<file path="src/rtl/ahb_mailbox_pkg.sv">
// Shared definitions for the AHB-Lite mailbox: register addresses, STATUS
// bit positions and the bus state encoding.
package ahb_mailbox_pkg;

  localparam logic [7:0] ADDR_DATA   = 8'h00;
  localparam logic [7:0] ADDR_STATUS = 8'h01;
  localparam logic [7:0] ADDR_ERRCNT = 8'h02;

  localparam int STAT_FULL  = 7;
  localparam int STAT_EMPTY = 6;
  localparam int STAT_OVF   = 5;
  localparam int STAT_UNF   = 4;

  typedef enum logic [1:0] {
    IDLE = 2'd0,
    WAIT = 2'd1,
    DATA = 2'd2
  } bus_state_e;

endpackage

</file>
<file path="src/rtl/ahb_fifo_core.sv">
// Byte-wide synchronous FIFO with occupancy count; pointers wrap modulo DEPTH
// so non-power-of-two depths work.
module ahb_fifo_core #(
  parameter int DEPTH = 8
) (
  input  logic       clock,
  input  logic       rst_n,
  input  logic       push,
  input  logic       pop,
  input  logic [7:0] din,
  output logic [7:0] dout,
  output logic       full,
  output logic       empty,
  output logic [3:0] count
);

  localparam int AW = (DEPTH > 1) ? $clog2(DEPTH) : 1;
  localparam logic [AW-1:0] LAST = AW'(DEPTH - 1);

  logic [7:0]    mem [DEPTH];
  logic [AW-1:0] wr_ptr;
  logic [AW-1:0] rd_ptr;
  logic          push_ok;
  logic          pop_ok;

  assign full    = (count == 4'(DEPTH));
  assign empty   = (count == 4'd0);
  assign push_ok = push && !full;
  assign pop_ok  = pop && !empty;
  assign dout    = mem[rd_ptr];

  always_ff @(posedge clock) begin
    if (push_ok) mem[wr_ptr] <= din;
  end

  always_ff @(posedge clock or negedge rst_n) begin
    if (!rst_n) begin
      wr_ptr <= '0;
      rd_ptr <= '0;
      count  <= 4'd0;
    end else begin
      if (push_ok) begin
        wr_ptr <= (wr_ptr == LAST) ? '0 : wr_ptr + 1'b1;
        count  <= count + 4'd1;
      end else if (pop_ok) begin
        rd_ptr <= (rd_ptr == LAST) ? '0 : rd_ptr + 1'b1;
        count  <= count - 4'd1;
      end
    end
  end

endmodule

</file>
<file path="src/rtl/ahb_lite_mailbox.sv">
// AHB-Lite responder exposing a byte FIFO mailbox, STATUS and ERRCNT registers,
// with a fixed number of wait states per data phase and a data-pending irq.
module ahb_lite_mailbox
  import ahb_mailbox_pkg::*;
#(
  parameter int DEPTH       = 8,
  parameter int WAIT_STATES = 1
) (
  input  logic       clock,
  input  logic       rst_n,
  input  logic       trans,
  input  logic       write,
  input  logic [7:0] waddr,
  input  logic [7:0] wdata,
  output logic       readyout,
  output logic [7:0] rdata,
  output logic       irq
);

  localparam logic [2:0] WS_LOAD = (WAIT_STATES > 0) ? 3'(WAIT_STATES - 1) : 3'd0;

  bus_state_e state;
  logic [2:0] wait_cnt;
  logic       wr_q;
  logic [7:0] addr_q;
  logic       ovf;
  logic       unf;
  logic [7:0] errcnt;

  logic       done, is_data, is_stat;
  logic       push, pop, ovf_evt, unf_evt, w1c;
  logic       full, empty;
  logic [3:0] count;
  logic [7:0] head;
  logic [7:0] status_val;

  ahb_fifo_core #(.DEPTH(DEPTH)) u_fifo (
    .clock (clock),
    .rst_n (rst_n),
    .push  (push),
    .pop   (pop),
    .din   (wdata),
    .dout  (head),
    .full  (full),
    .empty (empty),
    .count (count)
  );

  // The last cycle of DATA is the completion edge: all side effects happen here.
  assign done    = (state == DATA);
  assign is_data = (addr_q == ADDR_DATA);
  assign is_stat = (addr_q == ADDR_STATUS);
  assign push    = done && wr_q && is_data && !full;
  assign pop     = done && !wr_q && is_data && !empty;
  assign ovf_evt = done && wr_q && is_data && full;
  assign unf_evt = done && !wr_q && is_data && empty;
  assign w1c     = done && wr_q && is_stat;

  always_comb begin
    status_val             = {4'd0, count};
    status_val[STAT_FULL]  = full;
    status_val[STAT_EMPTY] = empty;
    status_val[STAT_OVF]   = ovf;
    status_val[STAT_UNF]   = unf;
  end

  always_comb begin
    rdata = 8'h00;
    if (done && !wr_q) begin
      case (addr_q)
        ADDR_DATA:   rdata = empty ? 8'h00 : head;
        ADDR_STATUS: rdata = status_val;
        ADDR_ERRCNT: rdata = errcnt;
        default:     rdata = 8'h00;
      endcase
    end
  end

  // Bus FSM; IDLE and DATA both act as address phases, giving back-to-back pipelining.
  always_ff @(posedge clock or negedge rst_n) begin
    if (!rst_n) begin
      state    <= IDLE;
      wait_cnt <= 3'd0;
      wr_q     <= 1'b0;
      addr_q   <= 8'h00;
      readyout <= 1'b1;
    end else begin
      case (state)
        IDLE, DATA: begin
          if (trans) begin
            wr_q   <= write;
            addr_q <= waddr;
            if (WAIT_STATES > 0) begin
              state    <= WAIT;
              wait_cnt <= WS_LOAD;
              readyout <= 1'b0;
            end else begin
              state    <= DATA;
              readyout <= 1'b1;
            end
          end else begin
            state    <= IDLE;
            readyout <= 1'b1;
          end
        end
        WAIT: begin
          if (wait_cnt == 3'd0) begin
            state    <= DATA;
            readyout <= 1'b1;
          end else begin
            wait_cnt <= wait_cnt - 3'd1;
          end
        end
        default: begin
          state    <= IDLE;
          readyout <= 1'b1;
        end
      endcase
    end
  end

  // Sticky flags: a new error event outranks a same-edge W1C.
  always_ff @(posedge clock or negedge rst_n) begin
    if (!rst_n) begin
      ovf    <= 1'b0;
      unf    <= 1'b0;
      errcnt <= 8'h00;
      irq    <= 1'b0;
    end else begin
      if (ovf_evt)                      ovf <= 1'b1;
      else if (w1c && wdata[STAT_OVF]) ovf <= 1'b0;
      if (unf_evt)                      unf <= 1'b1;
      else if (w1c && wdata[STAT_UNF]) unf <= 1'b0;
      if ((ovf_evt || unf_evt) && errcnt != 8'hFF) errcnt <= errcnt + 8'd1;
      irq <= !empty;
    end
  end

endmodule

</file>
<file path="config.mk">
export PLATFORM = sky130hd
export DESIGN_NAME = ahb_lite_mailbox
export DESIGN_NICKNAME = d
export VERILOG_FILES = /design/src/rtl/ahb_mailbox_pkg.sv /design/src/rtl/ahb_fifo_core.sv /design/src/rtl/ahb_lite_mailbox.sv
export SDC_FILE = /design/constraint.sdc
export NUM_CORES = 1
export LEC_CHECK = 0
export CAP_MARGIN = 20
export CORE_MARGIN = 4
export CORE_UTILIZATION = 40
export DETAILED_ROUTE_END_ITERATION = 16
export GPL_TIMING_DRIVEN = 0
export HOLD_SLACK_MARGIN = 0.02
export PLACE_DENSITY_LB_ADDON = 0.08
export REMOVE_ABC_BUFFERS = 1
export SLEW_MARGIN = 20
export SYNTH_ARGS = -nofsm -noshare
export SYNTH_HDL_FRONTEND = slang
export SYNTH_SLANG_ARGS = --single-unit
</file>
<file path="constraint.sdc">
create_clock -name clock -period 3.1 [get_ports clock]
set_input_delay 0.465 -clock clock [delete_from_list [all_inputs] [get_ports clock]]
set_output_delay 0.465 -clock clock [all_outputs]
set_load 0.01 [all_outputs]
</file>
==> impl_results.md <==
- CP Max Fanout: 8
- Layout cells sized above 1: 0.2713
- Largest net degree at the start of global routing: 23
- Initial antenna violation count: 0
- Area contributors post-synth: edfxtp_1 (44%), dfrtp_1 (20%), mux4_2 (8.2%), mux2_2 (3.8%), ha_1 (2.6%)
- Post-detailed-routing wire length: 8419 um
- Post-synth top area cell: edfxtp_1
- Final Slew Violations: 0
- Slew HR: 0.3592
- FMAX: 0.3332 GHz
- Clk_lat worst skew: 360 ps
- Post-synth EDFFs: 64
- RSZ-0062 raised after global routing: no
- # H-tree levels: 3
- Netlist Area Pre-Place: 4412 um2
- Cts bufs inserted: 9
- Pwr Total: 0.002879 W
- CP required: 2630 ps
- Post-DP HPWL: 5777 um
- CTS tree: done
- Period Utilization, post-route: 0.9681
- PortBufs: 29
- Synth warn: 0
- Post-synthesis sequential area ratio: 0.6401
- Root Buffer: clkbuf_8
- Number of diodes: 0
- Clk pwr share: 0.270
- Clock transition at the registers of the reported paths: 90 ps
- Hold Slack: 492.1 ps
- Status: completed
- Area after DPL: 4888 um2
- First-pass GRT wire length: 13360 um
- Hold Fails Final Rpt: 0
- Mean Syn Cell Area: 15.76 um2
- Total I/O pin count: 30
- CTS Sinks: 100
- Max-capacitance violation count: 0
- Nets@finish: 352
- Die span in y: 113.0 um
- Post-route cell area: 5245 um2
- Synth async-reset ratio: 0.3600
- Final setup viols: 0
- Tmin final: 3001 ps
- Flop pwr share: 0.582
- Gr usage total: 0.1386
- Die Area: 12770 um2
- Sw frac: 0.2837
- Post-Layout Cell Count: 468
- Core area: 10840 um2
- GR Overflow Total: 0
- WP data arrival: 2540 ps
- Post-synthesis cell type count: 52
- DR vias/cell: 5.190
- Pwr Density: 548.8 nW/um2
- ANT nets after route: 0
- Cell Rows: 38
- VDD IR max: 0.3047 mV
- Vias: 2429
- First-pass iteration count of the detailed router: 6
- Top_reg_cell synth: edfxtp_1
- Synth Register Bits: 100
- Die Wd: 113.0 um
- Startpoint types: flip-flop
- Worst slew pin tran: 959.3 ps
- Initial core utilization: 0.4070
- Kind of critical path: reg2out
- Vias in the first global route: 2478
- Mapped Cells: 280
- Part of the power in combinational logic: 0.148
- Gpl congestion: 0.7016
- Routed wire per std cell: 17.99 um
- Dpl cells: 444
- DRT iter0 DRCs: 102
- Leak: 1.884 nW
- Min-delay worst type: reg2reg
- CP Capture Type: output port
- Clock Path Buffers: 2
- Area fraction of the dominant cell type after synthesis: 0.4356
- Sw Pwr: 0.0008168 W
- Drt drc: 0
- Pint: 0.002062 W
- Worst Skew: 6.617 ps
- Layout area overhead: 18.89%
==> per-stage QoR <==
step,util,setup TNS [ps],setup WS [ps]
6_report,0.4838,0,98.95
5_1_grt,0.4838,0,2.266
4_1_cts,0.4743,-1094,-75.13
3_5_place_dp,0.4509,-550.4,-40.27
3_3_place_gp,0.4459,-7183,-442.9
2_1_floorplan,-,0,377.7
==> final cells by class <==
cell class / instances / area [um2]
clock buffer: 9 / 123.9
timing repair buffer: 40 / 420.4
multi-input combinational: 165 / 1609
clock inverter: 7 / 58.81
fill: 954 / 5595
sequential: 100 / 2831
inverter: 7 / 26.28
tap: 140 / 175.2
==> per-layer routing <==
layer	up-vias	wire, um	GRT usage
met5	-	0	0
met4	0	108	0.04087
met3	7	294	0.03904
met2	36	4156	0.2303
met1	1220	3859	0.1780
li1	1166	-	-
==> kinds of logic (layout without fill, tap and decap cells) <==
family                   after synthesis  after routing  share of synthesized area
flip-flops                           100            100                     0.6401
multiplexers                          40             40                     0.1404
AO/OA/AOI/OAI                         29             29                    0.05247
adder cells (fa/ha/maj)                9              9                    0.02553
XOR/XNOR                              10             10                    0.01985
buffers and inverters                 15             63                    0.01588
AND/OR/NAND/NOR                       77             77                     0.1058
==> sequential cells by signal, summed over array words and instances, names as in the netlist <==
register	count
u_fifo.count	4
state	2
u_fifo.rd_ptr	3
readyout	1
u_fifo.mem	64
wr_q	1
ovf	1
addr_q	8
u_fifo.wr_ptr	3
errcnt	8
unf	1
irq	1
wait_cnt	3
==> synthesized netlist by cell type, types with 4 or more instances <==
cell type,number
edfxtp_1,64
nand2b_1,7
inv_1,6
mux2i_1,9
xnor2_1,7
a22oi_1,7
nand3_1,4
o22ai_1,7
mux2_2,15
mux4_2,16
dfrtp_1,35
ha_1,9
nor2_1,16
nand2_1,17
and2_1,8
==> power groups by stage <==
stage | clock (W) | sequential (W) | combinational, W
after detailed placement | 0 | 0.00168 | 0.000414
after CTS | 0.000810 | 0.00166 | 0.000424
final | 0.000776 | 0.00168 | 0.000427
after global placement | 0 | 0.00167 | 0.000401
after global routing | 0.000864 | 0.00169 | 0.000479
after floorplan | 0 | 0.00165 | 0.000282
==> layout by cell type (no fill, tap or decap), types with 3 or more instances in the layout <==
cell             netlist  final
nor2_2                 0      6
nand2b_1               7      7
and2_1                 8      8
clkdlybuf4s50_1        0     26
mux2i_1                9      4
xor2_1                 3      3
nor4b_4                1      3
nor2_1                16     10
nand2_1               17     17
buf_4                  1      7
mux2_2                15     15
ha_1                   9      9
o21ai_0                3      3
mux2i_2                0      5
dfrtp_1               35     33
and3_1                 3      3
mux4_2                16     16
xnor2_1                7      7
o22ai_1                7      7
nand3_1                4      3
a22oi_1                7      7
edfxtp_1              64     64
nor4_2                 0      3
inv_1                  6      6
clkbuf_8               0      9
==> what timing repair did <==
| item | in CTS | in global routing |
|---|---|---|
| buffers inserted | 3 | 4 |
| hold endpoints to repair | 14 | 0 |
| gates cloned | 0 | 0 |
| endpoints found under the setup margin | 24 | 48 |
| pin swaps | 0 | 0 |
| hold buffers | 1 | 0 |
| gates resized for setup | 5 | 17 |
==> critical path, stage by stage, from the launching register on <==
cell             delay, ps
dfrtp_4                520
buf_12                 130
mux4_2                 500
mux2i_2                250
o22ai_1                120
and2_1                 180
clkdlybuf4s50_1        470
==> path summary, 6_finish.rpt <==
| check | cells past startpoint | start | to | slack [ps] |
|---|---|---|---|---|
| max in group asynchronous | 3 | rst_n | readyout | 2020 |
| worst min register to register | 1 | wait_cnt[0] | wait_cnt[0] | 490 |
| worst max-delay path | 6 | u_fifo.rd_ptr[0] | rdata[7] | 100 |
| min in group asynchronous | 2 | rst_n | errcnt[0] | 560 |
| worst min-delay path | 1 | wait_cnt[0] | wait_cnt[0] | 490 |
| worst max register to register | 5 | addr_q[5] | u_fifo.mem[0][5] | 230 |
(Power assumes the default switching activity.)
